## config.mk

```make
export PLATFORM = sky130hd
export DESIGN_NAME = bram_stream_reader
export DESIGN_NICKNAME = d
export VERILOG_FILES = /design/src/rtl/bram_stream_reader.sv
export SDC_FILE = /design/constraint.sdc
export NUM_CORES = 1
export LEC_CHECK = 0
export BUFFER_PORTS_ARGS = -buffer_cell sky130_fd_sc_hd__buf_2
export CAP_MARGIN = 0
export CORE_MARGIN = 4
export CORE_UTILIZATION = 37
export CTS_CLUSTER_SIZE = 28
export DETAILED_ROUTE_END_ITERATION = 7
export GPL_TIMING_DRIVEN = 0
export PLACE_DENSITY = 0.63
export SLEW_MARGIN = 20
export SYNTH_ARGS = -nofsm -noshare
export SYNTH_HDL_FRONTEND = slang
export SYNTH_SLANG_ARGS = --single-unit
```

## constraint.sdc

```tcl
create_clock -name pi_clk -period 10 [get_ports pi_clk]
set_input_delay 2 -clock pi_clk [delete_from_list [all_inputs] [get_ports pi_clk]]
set_output_delay 2 -clock pi_clk [all_outputs]
set_load 0.02 [all_outputs]
```

## src/rtl/bram_stream_reader.sv

```systemverilog
// Streams pi_len words from BRAM starting at pi_base; first beat 3 cycles after pi_start.
// Reads are throttled so buffered plus in-flight words never exceed the 2-entry buffer under backpressure.
module bram_stream_reader #(
    parameter int WADDR = 11,
    parameter int WDATA = 16
) (
    input  logic             pi_clk,
    input  logic             pi_rst,
    input  logic             pi_start,
    input  logic [WADDR-1:0] pi_base,
    input  logic [WADDR:0]   pi_len,
    output logic             po_busy,
    output logic             po_done,
    output logic             po_bram_en,
    output logic             po_bram_we,
    output logic [WADDR-1:0] po_bram_addr,
    input  logic [WDATA-1:0] pi_bram_do,
    output logic [WDATA-1:0] po_tdata,
    output logic             po_tvalid,
    input  logic             pi_tready,
    output logic             po_tlast
);

    typedef enum logic [1:0] {
        S_IDLE,
        S_RUN,
        S_DRAIN,
        S_DONE
    } state_t;

    localparam logic [WADDR-1:0] ADDR_ONE = 1;
    localparam logic [WADDR:0]   CNT_ONE  = 1;

    state_t           state, state_nxt;
    logic [WADDR:0]   reads_left;
    logic [WADDR:0]   beats_left;
    logic             in_flight;
    logic [1:0]       buf_cnt;
    logic [WDATA-1:0] buf_mem [2];
    logic             rd_ptr, wr_ptr;
    logic             push, pop, issue;
    logic [2:0]       occ;

    // Occupancy the buffer will need to absorb, net of the beat leaving this cycle
    assign occ        = {1'b0, buf_cnt} + {2'b0, in_flight} - {2'b0, pop};
    assign push       = in_flight;
    assign pop        = po_tvalid & pi_tready;
    assign issue      = (state == S_RUN) && (reads_left != '0) && (occ < 3'd2);

    assign po_bram_en = issue;
    assign po_bram_we = 1'b0;
    assign po_tvalid  = (buf_cnt != 2'd0);
    assign po_tdata   = buf_mem[rd_ptr];
    assign po_tlast   = po_tvalid && (beats_left == CNT_ONE);

    always_comb begin
        state_nxt = state;
        po_busy   = (state != S_IDLE);
        po_done   = (state == S_DONE);
        case (state)
            S_IDLE: begin
                if (pi_start) state_nxt = (pi_len == '0) ? S_DONE : S_RUN;
            end
            S_RUN: begin
                if (issue && (reads_left == CNT_ONE)) state_nxt = S_DRAIN;
            end
            S_DRAIN: begin
                if (pop && po_tlast) state_nxt = S_DONE;
            end
            S_DONE:  state_nxt = S_IDLE;
            default: state_nxt = S_IDLE;
        endcase
    end

    always_ff @(posedge pi_clk) begin
        if (pi_rst) begin
            state        <= S_IDLE;
            po_bram_addr <= '0;
            reads_left   <= '0;
            beats_left   <= '0;
            in_flight    <= 1'b0;
            buf_cnt      <= 2'd0;
            buf_mem[0]   <= '0;
            buf_mem[1]   <= '0;
            rd_ptr       <= 1'b0;
            wr_ptr       <= 1'b0;
        end else begin
            state     <= state_nxt;
            in_flight <= issue;
            if (state == S_IDLE && pi_start) begin
                po_bram_addr <= pi_base;
                reads_left   <= pi_len;
                beats_left   <= pi_len;
            end
            if (issue) begin
                po_bram_addr <= po_bram_addr + ADDR_ONE;
                reads_left   <= reads_left - CNT_ONE;
            end
            if (pop) begin
                beats_left <= beats_left - CNT_ONE;
                rd_ptr     <= ~rd_ptr;
            end
            if (push) begin
                buf_mem[wr_ptr] <= pi_bram_do;
                wr_ptr          <= ~wr_ptr;
            end
            buf_cnt <= buf_cnt + {1'b0, push} - {1'b0, pop};
        end
    end

endmodule
```

After elaboration in Yosys (flattened, before gate mapping). Memory sizes are Yosys's and may differ from the RTL's. A register that Yosys moved wholly into a read port is not among the register bits. Index checks and enable logic that the tools add are counted.

Bits in writable memories: 32. Flip-flop bits (word level): 42. Memories: 1. Input port bits: 43.

Memories: buf_mem (depth 2, width 16, rd ports 1, clocked after memory_dff 1, write ports 2, line 39) `logic [WDATA-1:0] buf_mem [2];`.

Add/sub/neg operators: 7. Muxes and demuxes: 20. Equality and inequality tests: 8. Bitwise gates (word level): 3. Reductions and logical operators: 15. Magnitude comparators: 1.

Operator list (count): two-way mux 12 bit (3); == test 12 x 1 -> 1 bit, second input constant (2); subtractor 12 x 1 -> 12 bit, second input constant (2); two-way mux 11 bit (2); two-way mux 16 bit (1); OR reduction 16 bit (1); zero test 12 bit (1); nonzero test 12 bit (1); adder 11 x 1 -> 11 bit, second input constant (1); two-way mux 1 bit (9); two-way mux 2 bit (4); case mux 2 bit (4 select lines) (1); nonzero test 2 bit (4); logical AND 1 bit (6); == test 2 bit, second input constant (2); inequality test 2 bit, second input constant (2); adder 2 x 1 -> 3 bit (1); less-than comparator 3 x 2 -> 1 bit, second input constant (1); AND reduction 3 bit (1); subtractor 3 x 1 -> 3 bit (1); adder 2 x 1 -> 2 bit (1); == test 2 x 1 -> 1 bit, second input constant (1); zero test 2 bit (1); inequality test 2 x 1 -> 1 bit, second input constant (1); 3 further kinds (4).

Logic depth before layout (Yosys ltp).
Depth after elaboration: 8. Gate-level depth with buffers: 13. Mapped depth without buffers: 11.

Least setup slack after synthesis. No wires, ideal clock.

Kind: input to output. Start: input port pi_tready. End: output port po_bram_en. Data arrival time: 4187 ps. Stages on the path: 11. Required time: 8000 ps. Setup slack: 3813 ps. Path buffers: 2. Cells stage by stage: o21a_1 clkbuf_1 nand2_1 o21ai_0 ha_1 fa_1 nand2b_1 nor2_1 nand2_1 inv_2 buf_4.

Cells in the longest elaborated chain, start to end: 4.

Ends and longest elaborated chain: start, declared (line 20) `input logic pi_tready,`; AND 1 bit (line 47) `assign pop = po_tvalid & pi_tready;`; subtractor 3 x 1 -> 3 bit (line 45) `assign occ = {1'b0, buf_cnt} + {2'b0, in_flight} - {2'b0, pop};`; named net occ[1] (line 42) `logic [2:0] occ;`; less-than comparator 3 x 2 -> 1 bit (line 48) `assign issue = (state == S_RUN) && (reads_left != '0) && (occ < 3'd2);`; logical AND 1 bit (line 48); end, declared (line 14) `output logic po_bram_en,`.

The timed path passes the listed nets, and every way through them passes these cells.

Final worst setup path. Same ends and word-level chain as after synthesis.

==> results.sh <==
export IMPL_status="finished clean"
export IMPL_ir_drop_uv=125
export IMPL_core_area_sq_um=10400
export IMPL_crit_cells=13
export IMPL_crit_path_max_incr_delay_ns=0.46
export IMPL_clk_pin_slew_worst_paths_ns=0.08
export IMPL_syn_num_nets=467
export IMPL_vias_per_cell=5.48
export IMPL_p_sw_frac=0.448
export IMPL_die_area_sq_um=12500
export IMPL_mostFrequentLayoutCell="buf_2"
export IMPL_p_int_mw=0.742
export IMPL_timing_hold_violations_final=0
export IMPL_gp_congestion=0.892
export IMPL_first_pass_iters=5
export IMPL_cts_max_level=3
export IMPL_dp_hpwl_um=7700
export IMPL_cts_sinks=75
export IMPL_start_kind="input pin"
export IMPL_n_fill_cell=1025
export IMPL_cellPowerDensity_nw_per_um2=285
export IMPL_clock_skew_ns=0.0174
export IMPL_pin_count=76
export IMPL_rsz0062_at_grt="false"
export IMPL_grt_overflow=0
export IMPL_synth_edf_count=32
export IMPL_stdcell_area_sq_um=4710
export IMPL_critical_path_class="input pin to primary output"
export IMPL_grt_max_degree=17
export IMPL_ctsResizeCount=0
export IMPL_hold_class="flip-flop to flip-flop"
export IMPL_synthArstFlopShare=0
export IMPL_tightestPinTransition_ns=0.985
export IMPL_cts_hold_buf=0
export IMPL_yosys_cell_types_count=59
export IMPL_num_vias=3498
export IMPL_syn_to_final_growth_pct=18.1
export IMPL_crit_arrival_ns=5.08
export IMPL_cts_setup_buffers=0
export IMPL_drt_iter0_drc=242
export IMPL_placedCellCount=622
export IMPL_ff_latch_area_sq_um=1820
export IMPL_ys_seq_area_frac=0.456
export IMPL_synth_area_per_cell_sq_um=9.69
export IMPL_die_h_um=112
export IMPL_combPwrFrac=0.478
export IMPL_cts_tree="yes"
export IMPL_antenna_found_initial=0
export IMPL_multi_input_area_sq_um=2010
export IMPL_regToRegStartpoint="buf_cnt[1]"
export IMPL_ant_nets=0
export IMPL_yosysWarnings=0
export IMPL_switching_power_mw=0.603
export IMPL_r2r_worst_path_cells=13
export IMPL_antenna_diode_count=0
export IMPL_hold_slack_ns=0.516
export IMPL_rr_endpoint="reads_left[5]"
export IMPL_dieWidth_um=112
export IMPL_finalSetupTns_ns=0
export IMPL_drc=0
export IMPL_synth_area_sq_um=3990
export IMPL_critPathMaxFanout=10
export IMPL_period_share=0.708
export IMPL_placed_cell_area_sq_um=4530
export IMPL_cp_top_family="buffers and inverters"
export IMPL_endpoint="po_bram_en"
export IMPL_max_cap_violations=0
export IMPL_synthCells=412
export IMPL_p_leak_nw=1.85
export IMPL_clkPwrFrac=0.164
export IMPL_portBuffers=74
export IMPL_instances_no_fill=638
export IMPL_finalSetupViolations=0
export IMPL_r2r_slack_ns=6.41
export IMPL_cp_slowest_cell="fa_1"
export IMPL_final_cell_mix="77 x buf_2, 43 x dfxtp_1, 34 x and2_1"
export IMPL_required_ns=8.00
export IMPL_fmax_mhz=141
export IMPL_numCtsBuffers=9
export IMPL_root_buffer="clkbuf_8"
export IMPL_finalNetCount=552
export IMPL_drive_gt1_frac=0.249
export IMPL_clk_path_buf_depth=2
export IMPL_grt_pass1_vias=3458
export IMPL_crit_start="pi_tready"
export IMPL_grt_pass1_wl_um=17600
export IMPL_drt_wirelength_per_cell_um=16.8
export IMPL_grt_usage=0.175
export IMPL_slew_headroom=0.337
export IMPL_num_rows=37
export IMPL_cp_end_kind="primary output"
export IMPL_slew_viol_final=0
export IMPL_cp_num_buf_inv=5
export IMPL_start_util=0.383
export IMPL_min_period_ns=7.08
export IMPL_wirelength_um=10700
export IMPL_synthFlopType="dfxtp_1"
export IMPL_path_cells="buf_2 > o21a_1 > clkbuf_1 > nand2_1 > o21ai_0 > ha_1 > fa_1 > nand2b_1 > nor2_1 > nand2_1 > inv_2 > buf_4 > buf_2"
export IMPL_synth_seq_cells=75
export IMPL_seqPwrFrac=0.358
export IMPL_clkLatencyLatePin_ns=0.36
synthesized netlist by cell type, types with 3 or more instances:
cell type / number / area (sq um)
dfxtp_1: 43 / 861
and2_1: 34 / 213
a21oi_1: 32 / 160
edfxtp_1: 32 / 961
nor2_1: 32 / 120
nand2_1: 29 / 109
o21ai_0: 17 / 85.1
mux2_2: 16 / 180
inv_1: 14 / 52.6
clkbuf_1: 12 / 45.0
nor3_1: 12 / 60.1
ha_1: 11 / 138
nand3_1: 11 / 55.1
nor4_1: 10 / 62.6
a211oi_1: 8 / 60.1
a31oi_1: 6 / 37.5
xnor2_1: 6 / 52.6
and3_1: 5 / 31.3
nand3b_1: 5 / 37.5
a221oi_1: 4 / 35.0
nand4_1: 4 / 25.0
nand4b_1: 4 / 35.0
nor2b_1: 4 / 25.0
a22oi_1: 3 / 22.5
a311oi_1: 3 / 26.3
a32oi_1: 3 / 26.3
buf_2: 3 / 15.0
buf_4: 3 / 22.5
nor3b_1: 3 / 22.5
worst reg2reg max path: stages (launching register included):
cell and delay, ns:
dfxtp_1 0.42, o21a_1 0.21, clkbuf_1 0.43, nand2_1 0.17, o21ai_0 0.11, ha_1 0.19
fa_1 0.46, nand2b_1 0.22, nor2_1 0.39, nand2_1 0.21, inv_2 0.20, buf_4 0.22
nand3b_1 0.09, a31oi_1 0.20
cell families after synthesis:
logic type                 count (synthesis)  share of synthesized area
AOI/OAI and AO/OA                        100                      0.168
xor gates and xnor gates                   7                     0.0154
adders and majority gates                 12                     0.0395
buffers and inverters                     35                     0.0404
DFF                                       75                      0.456
muxes                                     18                     0.0501
other                                      1                   0.000939
and+or+nand+nor                          164                      0.229
layer usage:
| metal | vias to the layer above | track usage | part of all wire |
|---|---|---|---|
| li1 | 1690 | - | - |
| met1 | 1658 | 0.231 | 0.46 |
| met2 | 135 | 0.286 | 0.47 |
| met3 | 15 | 0.0315 | 0.056 |
| met4 | 0 | 0.0665 | 0.020 |
| met5 | - | 0 | 0 |
power groups by stage:
stage / Combinational [mW] / Clock [mW] / Sequential, mW
finish: 0.643 / 0.221 / 0.482
CTS: 0.641 / 0.225 / 0.480
global placement: 0.625 / 0 / 0.482
floorplan: 0.456 / 0 / 0.487
detailed placement: 0.635 / 0 / 0.486
global route: 0.712 / 0.239 / 0.496
flip-flops by register name (all words and copies together) (netlist names), named ones only:
signal	count
po_bram_addr	11
wr_ptr	1
buf_mem	32
rd_ptr	1
state	2
beats_left	12
in_flight	1
buf_cnt	2
reads_left	12
worst min path at each step:
stage | startpoint | end | slack (ns) | cells after the start
after floorplan | reads_left[3] | reads_left[3] | 0.47 | 2
after global routing | beats_left[1] | beats_left[1] | 0.54 | 2
after global placement | beats_left[1] | beats_left[1] | 0.49 | 2
after CTS | beats_left[1] | beats_left[1] | 0.52 | 2
final | beats_left[1] | beats_left[1] | 0.52 | 2
after detailed placement | rd_ptr | rd_ptr | 0.50 | 2
through the flow:
stage	setup WS, ns	power, mW	util
6_report	2.92	1.35	0.453
2_1_floorplan	3.81	0.943	-
5_1_grt	2.64	1.45	0.453
4_1_cts	2.94	1.35	0.453
3_3_place_gp	2.96	1.11	0.435
3_5_place_dp	2.98	1.12	0.435
area by class of cell:
type | instances | area share
inverter | 15 | 0.0119
clock inverter | 7 | 0.0122
multi-input combinational | 302 | 0.426
buffer | 20 | 0.0223
timing repair buffer | 74 | 0.0786
tap | 136 | 0.0361
clock buffer | 9 | 0.0263
sequential | 75 | 0.386
Power figures use the tool's default switching activity.
